### src/rtl/seq_multu.sv
// seq_multu: multi-cycle unsigned shift-add multiplier (MULTU) beside the ALU.
// Revision: 1.0 - initial release.
`default_nettype none

module seq_multu #(
  parameter int         WIDTH     = 32,
  parameter logic [5:0] CTL_MULTU = 6'd25
) (
  input  logic             clk,
  input  logic             reset,
  input  logic             start,
  input  logic [5:0]       ctl,
  input  logic [WIDTH-1:0] a,
  input  logic [WIDTH-1:0] b,
  output logic             busy,
  output logic             done,
  output logic [WIDTH-1:0] hi,
  output logic [WIDTH-1:0] lo
);

  localparam int CW = $clog2(WIDTH) + 1;
  localparam logic [CW-1:0] C_LAST = CW'(WIDTH - 1);

  typedef enum logic [1:0] {
    S_IDLE = 2'd0,
    S_RUN  = 2'd1,
    S_DONE = 2'd2
  } state_t;

  state_t             state_q, state_d;
  logic [WIDTH-1:0]   mcand_q, mcand_d;
  logic [2*WIDTH-1:0] acc_q, acc_d;
  logic [CW-1:0]      count_q, count_d;
  logic [WIDTH-1:0]   hi_q, hi_d;
  logic [WIDTH-1:0]   lo_q, lo_d;

  logic               w_accept;
  logic [WIDTH-1:0]   w_addend;
  logic [WIDTH:0]     w_upper;
  logic [2*WIDTH-1:0] w_step;

  assign w_accept = start && (ctl == CTL_MULTU);
  assign w_addend = acc_q[0] ? mcand_q : '0;
  // Carry out of the upper add lands in the MSB once the whole value shifts right.
  assign w_upper  = {1'b0, acc_q[2*WIDTH-1:WIDTH]} + {1'b0, w_addend};
  assign w_step   = {w_upper, acc_q[WIDTH-1:1]};

  always_comb begin
    state_d = state_q;
    mcand_d = mcand_q;
    acc_d   = acc_q;
    count_d = count_q;
    hi_d    = hi_q;
    lo_d    = lo_q;
    case (state_q)
      S_IDLE, S_DONE: begin
        state_d = S_IDLE;
        if (w_accept) begin
          mcand_d = a;
          acc_d   = {{WIDTH{1'b0}}, b};
          count_d = '0;
          state_d = S_RUN;
        end
      end
      S_RUN: begin
        acc_d   = w_step;
        count_d = count_q + 1'b1;
        if (count_q == C_LAST) begin
          hi_d    = w_step[2*WIDTH-1:WIDTH];
          lo_d    = w_step[WIDTH-1:0];
          state_d = S_DONE;
        end
      end
      default: state_d = S_IDLE;
    endcase
  end

  always_ff @(posedge clk) begin
    if (reset) begin
      state_q <= S_IDLE;
      mcand_q <= '0;
      acc_q   <= '0;
      count_q <= '0;
      hi_q    <= '0;
      lo_q    <= '0;
    end else begin
      state_q <= state_d;
      mcand_q <= mcand_d;
      acc_q   <= acc_d;
      count_q <= count_d;
      hi_q    <= hi_d;
      lo_q    <= lo_d;
    end
  end

  assign busy = (state_q == S_RUN);
  assign done = (state_q == S_DONE);
  assign hi   = hi_q;
  assign lo   = lo_q;

endmodule

`default_nettype wire
### config.mk
export PLATFORM = sky130hd
export DESIGN_NAME = seq_multu
export DESIGN_NICKNAME = d
export VERILOG_FILES = /design/src/rtl/seq_multu.sv
export SDC_FILE = /design/constraint.sdc
export NUM_CORES = 1
export LEC_CHECK = 0
export CAP_MARGIN = 10
export CORE_MARGIN = 10
export CORE_UTILIZATION = 50
export DETAILED_ROUTE_END_ITERATION = 6
export GPL_TIMING_DRIVEN = 0
export PLACE_DENSITY = 0.76
export SYNTH_ARGS = -nofsm -noshare
export SYNTH_HDL_FRONTEND = slang
export SYNTH_SLANG_ARGS = --single-unit
### constraint.sdc
create_clock -name clk -period 3.5 [get_ports clk]
set_clock_uncertainty 0.2 [all_clocks]
set_input_delay 0.35 -clock clk [delete_from_list [all_inputs] [get_ports clk]]
set_output_delay 0.35 -clock clk [all_outputs]
set_load 0.005 [all_outputs]
==> results.txt, run 1 <==
WL per Instance -> 18.03 um
Achievable Freq -> 304.6 MHz
Buffers on Ports -> 138
Final setup margin -> 0.2171 ns
Final setup fails -> 0
CP max FO -> 10
MaxCap Viol Count -> 0
P&R area growth vs syn -> 27.50%
Rel. slew slack -> 0.2128
Final Hold Fails -> 0
GR Util All Layers -> 0.2318
Synth Cell Area -> 8175 sq um
Top cell family by delay on the critical path -> compound AO/OA/AOI/OAI gates
Max incr delay on CP -> 0.43 ns
Initial antenna violation count -> 1
Largest net degree at the start of global routing -> 17
Starting density of the core -> 0.5128
Die Span Y -> 147.9 um
Crit start category -> flip-flop
Ports -> 139
Fin Hold WS -> 0.2526 ns
# DRC -> 0
Clk sinks -> 168
Main flop type after synthesis -> dfxtp_1
Clock latency on the worst-skew pair -> 0.44 ns
Chip width -> 147.9 um
1st-iter DRT viols -> 501
Multi-input gate area -> 4517 sq um
Total setup buffers inserted after CTS -> 0
CP bufs+invs -> 1
Via count -> 8210
Critical Path RT -> 3.63 ns
FF-to-FF Start -> acc_q[0]
Power per cell area -> 376.8 nW/um^2
Avg Inst Size Synth -> 7.669 sq um
Number of synthesized flops with an enable pin -> 0
Most frequent cells in the layout -> nand2_1, dfxtp_1, nor2_1, clkdlybuf4s50_1, a21oi_1
Ys Warns -> 0
Worst-path clk slew -> 0.07 ns
Vias per cell -> 5.654
Pins over their slew limit -> 0
Fin crit period -> 3.283 ns
Peak supply drop -> 0.0003694 V
Final wirelength -> 26.18 mm
FF/Latch Area -> 3364 sq um
H-tree depth -> 4
Critical path cell sequence -> buf_2 > and2_1 > ha_1 > a21oi_1 > o21ai_2 > a31oi_1 > o21ai_1 > a221o_1 > or3_1 > a32o_1
Status -> complete, no violations
Most common cell after layout, fill and taps aside -> nand2_1
Unique cell type count in the Yosys netlist -> 64
#FFs+latches synth -> 168
Leakage -> 3.886 nW
Tightest Pin Transition -> 1.172 ns
Filler cell count -> 1453
Critical Path Source -> acc_q[0]
Syn Nets -> 1173
Async SR Flop Fraction -> 0
Hold wc startpoint -> mcand_q[25]
Bufs on Longest Clock Path -> 2
Root Buffer -> clkbuf_16
Final ANT Viol Nets -> 0
Crit Path Class -> reg -> reg
Die ar. -> 21870 sq um
Std-Cell Rows -> 46
Total gr overflow -> 0
CTS Buf Count -> 17
Seq/Total Area, Yosys -> 0.4114
Number of detailed-routing iterations run before antenna repair -> 5
Routability Congestion -> 0.9467
Core Area -> 15940 sq um
Final nets -> 1330
Post-Place Worst Slack -> -0.2555 ns
Critical path arrival -> 3.42 ns
Finished Core Util -> 0.6538
Crit share post-route -> 0.9380
Fraction of layout cells with a size suffix above 1 -> 0.04858
Hold Path Class -> reg -> reg
RSZ-0062 raised after global routing -> false
CTS tree -> yes
Worst setup EP type -> flip-flop
Hpwl dp -> 19.58 mm
Number of global-route vias before repair -> 7902
Crit-path slowest cell -> dfxtp_2
Synthesized instance count -> 1066
First-pass GRT wire length -> 40.80 mm
[state kept, by name (all words and copies together), names as in the netlist]
name     flops
lo          32
state_q      2
count_q      6
mcand_q     32
acc_q       64
hi          32
[power breakdown]
group,total [W],leakage (nW),internal (W),switching (W)
combinational,0.000158,2.26,0.0000848,0.0000733
clock,0.00185,0.273,0.000995,0.000850
sequential,0.00192,1.35,0.00192,0.00000576
[path summary, 6_finish.rpt]
kind                                     to  slack (ns)  depth (start not counted)
worst max-delay path              acc_q[59]        0.22                         10
worst min-delay path            mcand_q[25]        0.25                          2
worst max register to register    acc_q[59]        0.22                         10
worst min register to register  mcand_q[25]        0.25                          2
[through the flow]
step | TNS, ns | total power [W] | std cells | cell area [sq um]
6_report | 0 | 0.003927 | 1452 | 10420
3_5_place_dp | -0.5784 | 0.002124 | 1420 | 9827
5_1_grt | 0 | 0.004021 | 1451 | 10420
2_1_floorplan | 0 | 0.002013 | 1066 | 8175
4_1_cts | 0 | 0.003943 | 1451 | 10410
3_3_place_gp | -0.7004 | 0.002123 | 1420 | 9827
[per-layer routing]
metal	GRT usage	part of all wire	vias to the layer above	wire length (um)
met1	0.2769	0.43	3834	11370
met4	0.1095	0.034	0	888
met3	0.06258	0.070	59	1833
met5	0	0	-	0
li1	-	-	4021	-
met2	0.3789	0.46	296	12080
[synthesized netlist by cell type (3+ instances only)]
master	count	area share
xnor2_1	12	0.013
o21a_1	4	0.0037
nand2_1	209	0.096
nand3b_1	8	0.0073
a21oi_1	133	0.081
and2_1	33	0.025
nor3b_1	3	0.0028
o21ai_0	34	0.021
or3_1	11	0.0084
a21o_1	15	0.014
a22oi_1	7	0.0064
a31oi_1	6	0.0046
buf_2	3	0.0018
nor2b_1	9	0.0069
nor4_1	33	0.025
nor2_1	141	0.065
dfxtp_1	168	0.41
o2111ai_1	3	0.0032
inv_1	10	0.0046
a21oi_2	3	0.0032
o211ai_1	3	0.0028
nand3_1	18	0.011
clkbuf_1	62	0.028
nor3_1	19	0.012
a32o_1	7	0.0086
ha_1	33	0.051
nand2b_1	3	0.0023
a211oi_1	4	0.0037
o21ai_2	3	0.0032
a311oi_1	3	0.0032
xor2_1	6	0.0064
nand4_1	8	0.0061
a22o_1	6	0.0064
[repair_timing]
item	CTS	global route
hold buffers	0	0
resized for setup	3	8
hold endpoints to repair	0	0
gates cloned	0	0
endpoints found under the setup margin	5	16
[cell families after synthesis]
group / Yosys count / share of synthesized area
buffers and inverters: 80 / 0.03841
and+or+nand+nor: 508 / 0.2799
xor gates and xnor gates: 18 / 0.01928
DFF: 168 / 0.4114
AOI/OAI and AO/OA: 256 / 0.1956
muxes: 2 / 0.002449
adders and majority gates: 34 / 0.05295
[area by class of cell]
type,instances,share of cell area
tap,216,0.02593
clock buffer,17,0.04081
sequential,168,0.3228
clock inverter,14,0.01392
timing repair buffer,138,0.1325
antenna,1,0.0002401
buffer,70,0.02689
multi-input combinational,818,0.4333
inverter,10,0.003601
[worst register-to-register path: cells and delay by family, from the launching register on]
kind | cells | cell delay (ns)
buffers and inverters | 1 | 0.30
AO/OA/AOI/OAI | 6 | 1.43
adder cells (fa/ha/maj) | 1 | 0.29
flip-flops | 1 | 0.43
AND/OR/NAND/NOR | 2 | 0.53
Note: power is estimated with default switching activity, not from simulation.
==> run 2: changes to the inputs <==
MAX_ROUTING_LAYER = met4   (was default)
==> run 2 against run 1 <==
Net effect:
- count of clock-buffer cells in the layout rose by 1
- power rose by 1.1%
- sequential power barely moved
- hold slack got worse by 0.0024 ns
- fmax fell by 1.7%
- critical endpoint is now acc_q[55]
- largest cell class unchanged
- largest power group unchanged
==> results.txt, run 2 (synthesis results as in run 1) <==
Post-Place Worst Slack -> -0.2717 ns
Register-to-Register Path Depth -> 10
Biggest register -> acc_q
M1 wire length -> 11.58 mm
WHS Path Cells -> 2
# DRC -> 0
Achievable Freq -> 299.5 MHz
Pins over their slew limit -> 0
Number of global-route vias before repair -> 7853
Clk sinks -> 168
FF-to-FF Start -> acc_q[0]
Hold wc startpoint -> mcand_q[6]
Buffers on Ports -> 138
CTS Buf Count -> 17
Final Hold Fails -> 0
Total gr overflow -> 0
Crit-path slowest cell -> o31ai_4
Die Span Y -> 147.9 um
Net switching power -> 0.0009550 W
Fraction of layout cells with a size suffix above 1 -> 0.04854
RSZ-0062 raised after global routing -> false
Worst setup EP type -> flip-flop
Crit Path Class -> reg -> reg
Sequential share of power -> 0.484
Final nets -> 1330
GR Util All Layers -> 0.2360
Worst-path clk slew -> 0.07 ns
Top cell family by delay on the critical path -> compound AO/OA/AOI/OAI gates
Filler cell count -> 1415
Rel. slew slack -> 0.1516
Peak supply drop -> 0.0003425 V
Via count -> 8153
Std-Cell Rows -> 46
Core Area -> 15940 sq um
Most frequent cells in the layout -> nand2_1, dfxtp_1, nor2_1, clkdlybuf4s50_1, a21oi_1
Internal power -> 0.003015 W
Largest net degree at the start of global routing -> 18
FF-to-FF setup slack -> 0.16 ns
Ant. Diodes -> 0
Tightest Pin Transition -> 1.263 ns
Net Sw Frac -> 0.2405
Power per cell area -> 380.5 nW/um^2
Critical path cell sequence -> clkbuf_2 > and2_1 > ha_1 > a21o_1 > a221oi_1 > nor2b_1 > o31ai_4 > a21oi_1 > or3_1 > a32o_1
H-tree depth -> 4
Total setup buffers inserted after CTS -> 0
Final wirelength -> 25.96 mm
CTS tree -> yes
Final setup margin -> 0.1609 ns
Clock power frac -> 0.476
Met3 WL -> 1.789 mm
Die ar. -> 21870 sq um
Final setup fails -> 0
DR top layer -> met4
Most common cell after layout, fill and taps aside -> nand2_1
Hold-fix buffers, CTS -> 0
Status -> complete, no violations
Critical Path RT -> 3.63 ns
Multi-input gate area -> 4517 sq um
Fin Hold WS -> 0.2502 ns
Setup TNS -> 0 ns
Max reg flops -> 64
Met2 wire len -> 12.06 mm
Final ANT Viol Nets -> 0
Finished Core Util -> 0.6545
Combinational share of power -> 0.040
Initial antenna violation count -> 0
Hold Path Class -> reg -> reg
Ports -> 139
Crit share post-route -> 0.9540
Hpwl dp -> 19.23 mm
Bufs on Longest Clock Path -> 2
P&R area growth vs syn -> 27.63%
First-pass GRT wire length -> 40.62 mm
Number of detailed-routing iterations run before antenna repair -> 7
MaxCap Viol Count -> 0
RR Endpoint -> acc_q[55]
1st-iter DRT viols -> 550
Clock latency on the worst-skew pair -> 0.43 ns
CP max FO -> 10
Leakage -> 3.894 nW
Chip width -> 147.9 um
CP bufs+invs -> 1
WHS Endpoint -> mcand_q[6]
WL per Instance -> 17.88 um
Fin crit period -> 3.339 ns
Vias per cell -> 5.615
Max incr delay on CP -> 0.43 ns
Crit start category -> flip-flop
Critical path arrival -> 3.47 ns
Root Buffer -> clkbuf_16
Starting density of the core -> 0.5128
Routability Congestion -> 0.9657
FF/Latch Area -> 3364 sq um
==> run 2: routing by layer <==
metal | global-route usage | up-vias
met1 | 0.2880 | 3808
met4 | 0.07086 | 0
met3 | 0.05708 | 34
met2 | 0.3794 | 299
li1 | - | 4012
met5 | - | -
==> run 2: tightest hold or removal path: stages (launching register included) <==
cell and delay, ns:
dfxtp_1 0.31, nand2_1 0.05, a21oi_1 0.05
==> run 2: power groups by stage <==
stage	Combinational, W	Clock [W]	Sequential, W
global placement	0.000156	0	0.00197
global route	0.000168	0.00197	0.00192
CTS	0.000157	0.00189	0.00192
floorplan	0.0000467	0	0.00197
detailed placement	0.000156	0	0.00197
finish	0.000158	0.00189	0.00192
==> run 2: timing repair <==
item,CTS,global route
gates resized for setup,3,5
hold endpoints to repair,0,0
setup endpoints to repair,4,13
pin swaps,0,1
==> run 2: area by class of cell <==
| class | count | share of cell area |
|---|---|---|
| clock buffers | 18 | 0.04113 |
| inverters | 10 | 0.003598 |
| flip-flops and latches | 168 | 0.3225 |
| well taps | 216 | 0.02590 |
| multi-input cells | 818 | 0.4329 |
| clock inverters | 14 | 0.01475 |
| repair buffers | 138 | 0.1324 |
| plain buffers | 70 | 0.02686 |
==> run 2: how the worst max path moves through the flow <==
stage	startpoint	slack [ns]	cells after the start	endpoint
final	acc_q[0]	0.16	10	acc_q[55]
after global placement	acc_q[0]	-0.33	9	acc_q[62]
after CTS	acc_q[0]	0.1	10	acc_q[59]
after floorplan	acc_q[0]	0.68	11	acc_q[59]
after detailed placement	acc_q[0]	-0.27	9	hi[30]
after global routing	acc_q[0]	0.008	11	hi[28]
==> run 2: stage by stage <==
stage	total power (W)	cell area [sq um]	cells
floorplan	0.002013	8175	1066
global placement	0.002123	9827	1420
detailed placement	0.002124	9827	1420
CTS	0.003972	10420	1452
global route	0.004066	10430	1452
finish	0.003970	10430	1452
==> run 3: changes to the inputs <==
CORE_UTILIZATION = 51   (was 50)
GPL_ROUTABILITY_DRIVEN = 0   (was default)
PLACE_DENSITY = 0.77   (was 0.76)
==> run 3 against run 2 <==
Net effect:
- first-iteration DRC count grew 41%
- clock power is essentially flat
- fmax increased by 1.1%
- non-clock buffer count stayed put
- sequential power barely moved
- global-route usage is 0.22 points higher
- flip-flop and latch count is the same
- count of clock-buffer cells in the layout up 3
- critical path depth unchanged
- design area decreased by 0.12%
- critical path type unchanged
- largest power group unchanged
==> results.txt, run 3 (synthesis results as in run 1) <==
Crit share post-route -> 0.9437
Biggest register -> acc_q
Vias per cell -> 5.684
Clk sinks -> 168
Fraction of layout cells with a size suffix above 1 -> 0.04693
Status -> complete, no violations
Filler cell count -> 1445
Max incr delay on CP -> 0.37 ns
Crit-path slowest cell -> dfxtp_2
Final nets -> 1330
Leakage -> 3.897 nW
First-pass GRT wire length -> 40.85 mm
Cells after DPL -> 1420
Die Span Y -> 146.6 um
1st-iter DRT viols -> 773
Final wirelength -> 25.15 mm
Tightest Pin Transition -> 1.214 ns
P&R area growth vs syn -> 27.47%
Rel. slew slack -> 0.1847
GR peak layer -> met2
Power, Total -> 0.003950 W
Clock latency on the worst-skew pair -> 0.44 ns
Critical Path End -> acc_q[59]
RSZ-0062 raised after global routing -> false
Buffers on Ports -> 138
Power per cell area -> 379.0 nW/um^2
# DRC -> 0
Chip width -> 146.6 um
Final ANT Viol Nets -> 0
Critical path cell sequence -> clkbuf_2 > and2_1 > ha_1 > a21o_1 > a221oi_1 > nor2b_1 > o31ai_4 > a211oi_2 > or3_1 > a32o_1
Final Hold Fails -> 0
Most frequent cells in the layout -> nand2_1, dfxtp_1, nor2_1, clkdlybuf4s50_1, a21oi_1
Worst setup EP type -> flip-flop
Root Buffer -> clkbuf_16
Achievable Freq -> 302.7 MHz
CP max FO -> 10
GR Util All Layers -> 0.2382
Final setup margin -> 0.1969 ns
WHS Path Cells -> 2
Register-to-Register Path Depth -> 10
FF-to-FF setup slack -> 0.20 ns
Via count -> 8253
Core Area -> 15770 sq um
Number of detailed-routing iterations run before antenna repair -> 5
FF-to-FF Start -> acc_q[0]
Critical Path RT -> 3.63 ns
Crit Path Class -> reg -> reg
Peak supply drop -> 0.0003554 V
Met2 usage -> 0.3798
CTS tree -> yes
Met3 GRT Util -> 0.05841
Die ar. -> 21490 sq um
Std-Cell Rows -> 46
Max reg flops -> 64
GR Layer Usage met1 -> 0.2828
Starting density of the core -> 0.5184
Largest net degree at the start of global routing -> 17
Pins over their slew limit -> 0
Hold Path Class -> reg -> reg
Number of global-route vias before repair -> 8051
CTS Buf Count -> 17
Bufs on Longest Clock Path -> 2
Hold wc startpoint -> mcand_q[28]
Critical Path Source -> acc_q[0]
WL per Instance -> 17.32 um
Ports -> 139
Fin Hold WS -> 0.2493 ns
H-tree depth -> 4
Non-filler cells, final -> 1452
Worst-path clk slew -> 0.06 ns
Crit start category -> flip-flop
Fin crit period -> 3.303 ns
Total gr overflow -> 0
Ant. Diodes -> 0
Hpwl dp -> 18.56 mm
MaxCap Viol Count -> 0
Critical path arrival -> 3.43 ns
Final setup fails -> 0
Initial antenna violation count -> 0
RR Endpoint -> acc_q[59]
Post-Place Worst Slack -> -0.02790 ns
Most common cell after layout, fill and taps aside -> nand2_1
run 3: cell types whose count changed in the layout (fill, tap and decap cells not counted), sizes merged:
cell and change:
bufinv +1, clkbuf +3, inv -8, clkinv +4
run 3: metrics by stage:
stage,TNS (ns),cell area (sq um),util
after floorplan,0,8175,-
after global placement,-0.01740,9827,0.6231
after detailed placement,-0.05383,9827,0.6231
after CTS,0,10410,0.6601
after global routing,0,10420,0.6608
final,0,10420,0.6608
run 3: where the power goes:
part | internal, W | leakage, nW | total [W] | switching, W
Sequential | 0.00192 | 1.35 | 0.00192 | 0.00000569
Combinational | 0.0000847 | 2.26 | 0.000156 | 0.0000715
Clock | 0.00109 | 0.283 | 0.00187 | 0.000781
Total | 0.00309 | 3.90 | 0.00395 | 0.000859
run 3: worst min path at each step:
stage / to
after floorplan: acc_q[46]
after global placement: mcand_q[0]
after detailed placement: mcand_q[28]
after CTS: mcand_q[4]
after global routing: mcand_q[28]
final: mcand_q[28]
run 3: cell type report:
class	count	area, sq um	area share
plain buffers	70	280.3	0.02689
clock buffers	21	460.4	0.04418
clock inverters	11	121.4	0.01165
inverters	10	37.54	0.003602
multi-input cells	818	4506	0.4323
flip-flops and latches	168	3364	0.3228
well taps	216	270.3	0.02593
repair buffers	138	1381	0.1325
run 3: routing by layer:
layer | share of wire | up-vias
li1 | - | 4013
met1 | 0.42 | 3839
met2 | 0.46 | 342
met3 | 0.085 | 59
met4 | 0.030 | 0
met5 | 0 | -
run 3: timing repair:
item                       4_1_cts  5_1_grt
gates resized for setup          1        6
gates cloned                     0        0
hold buffers                     0        0
buffers inserted                 0        0
setup endpoints to repair        2       20
run 3: critical path, delay by kind of cell (launching register included):
kind	cells	cell delay (ns)
AO/OA/AOI/OAI	5	1.39
AND/OR/NAND/NOR	3	0.67
flip-flops	1	0.37
adder cells (fa/ha/maj)	1	0.37
buffers and inverters	1	0.18
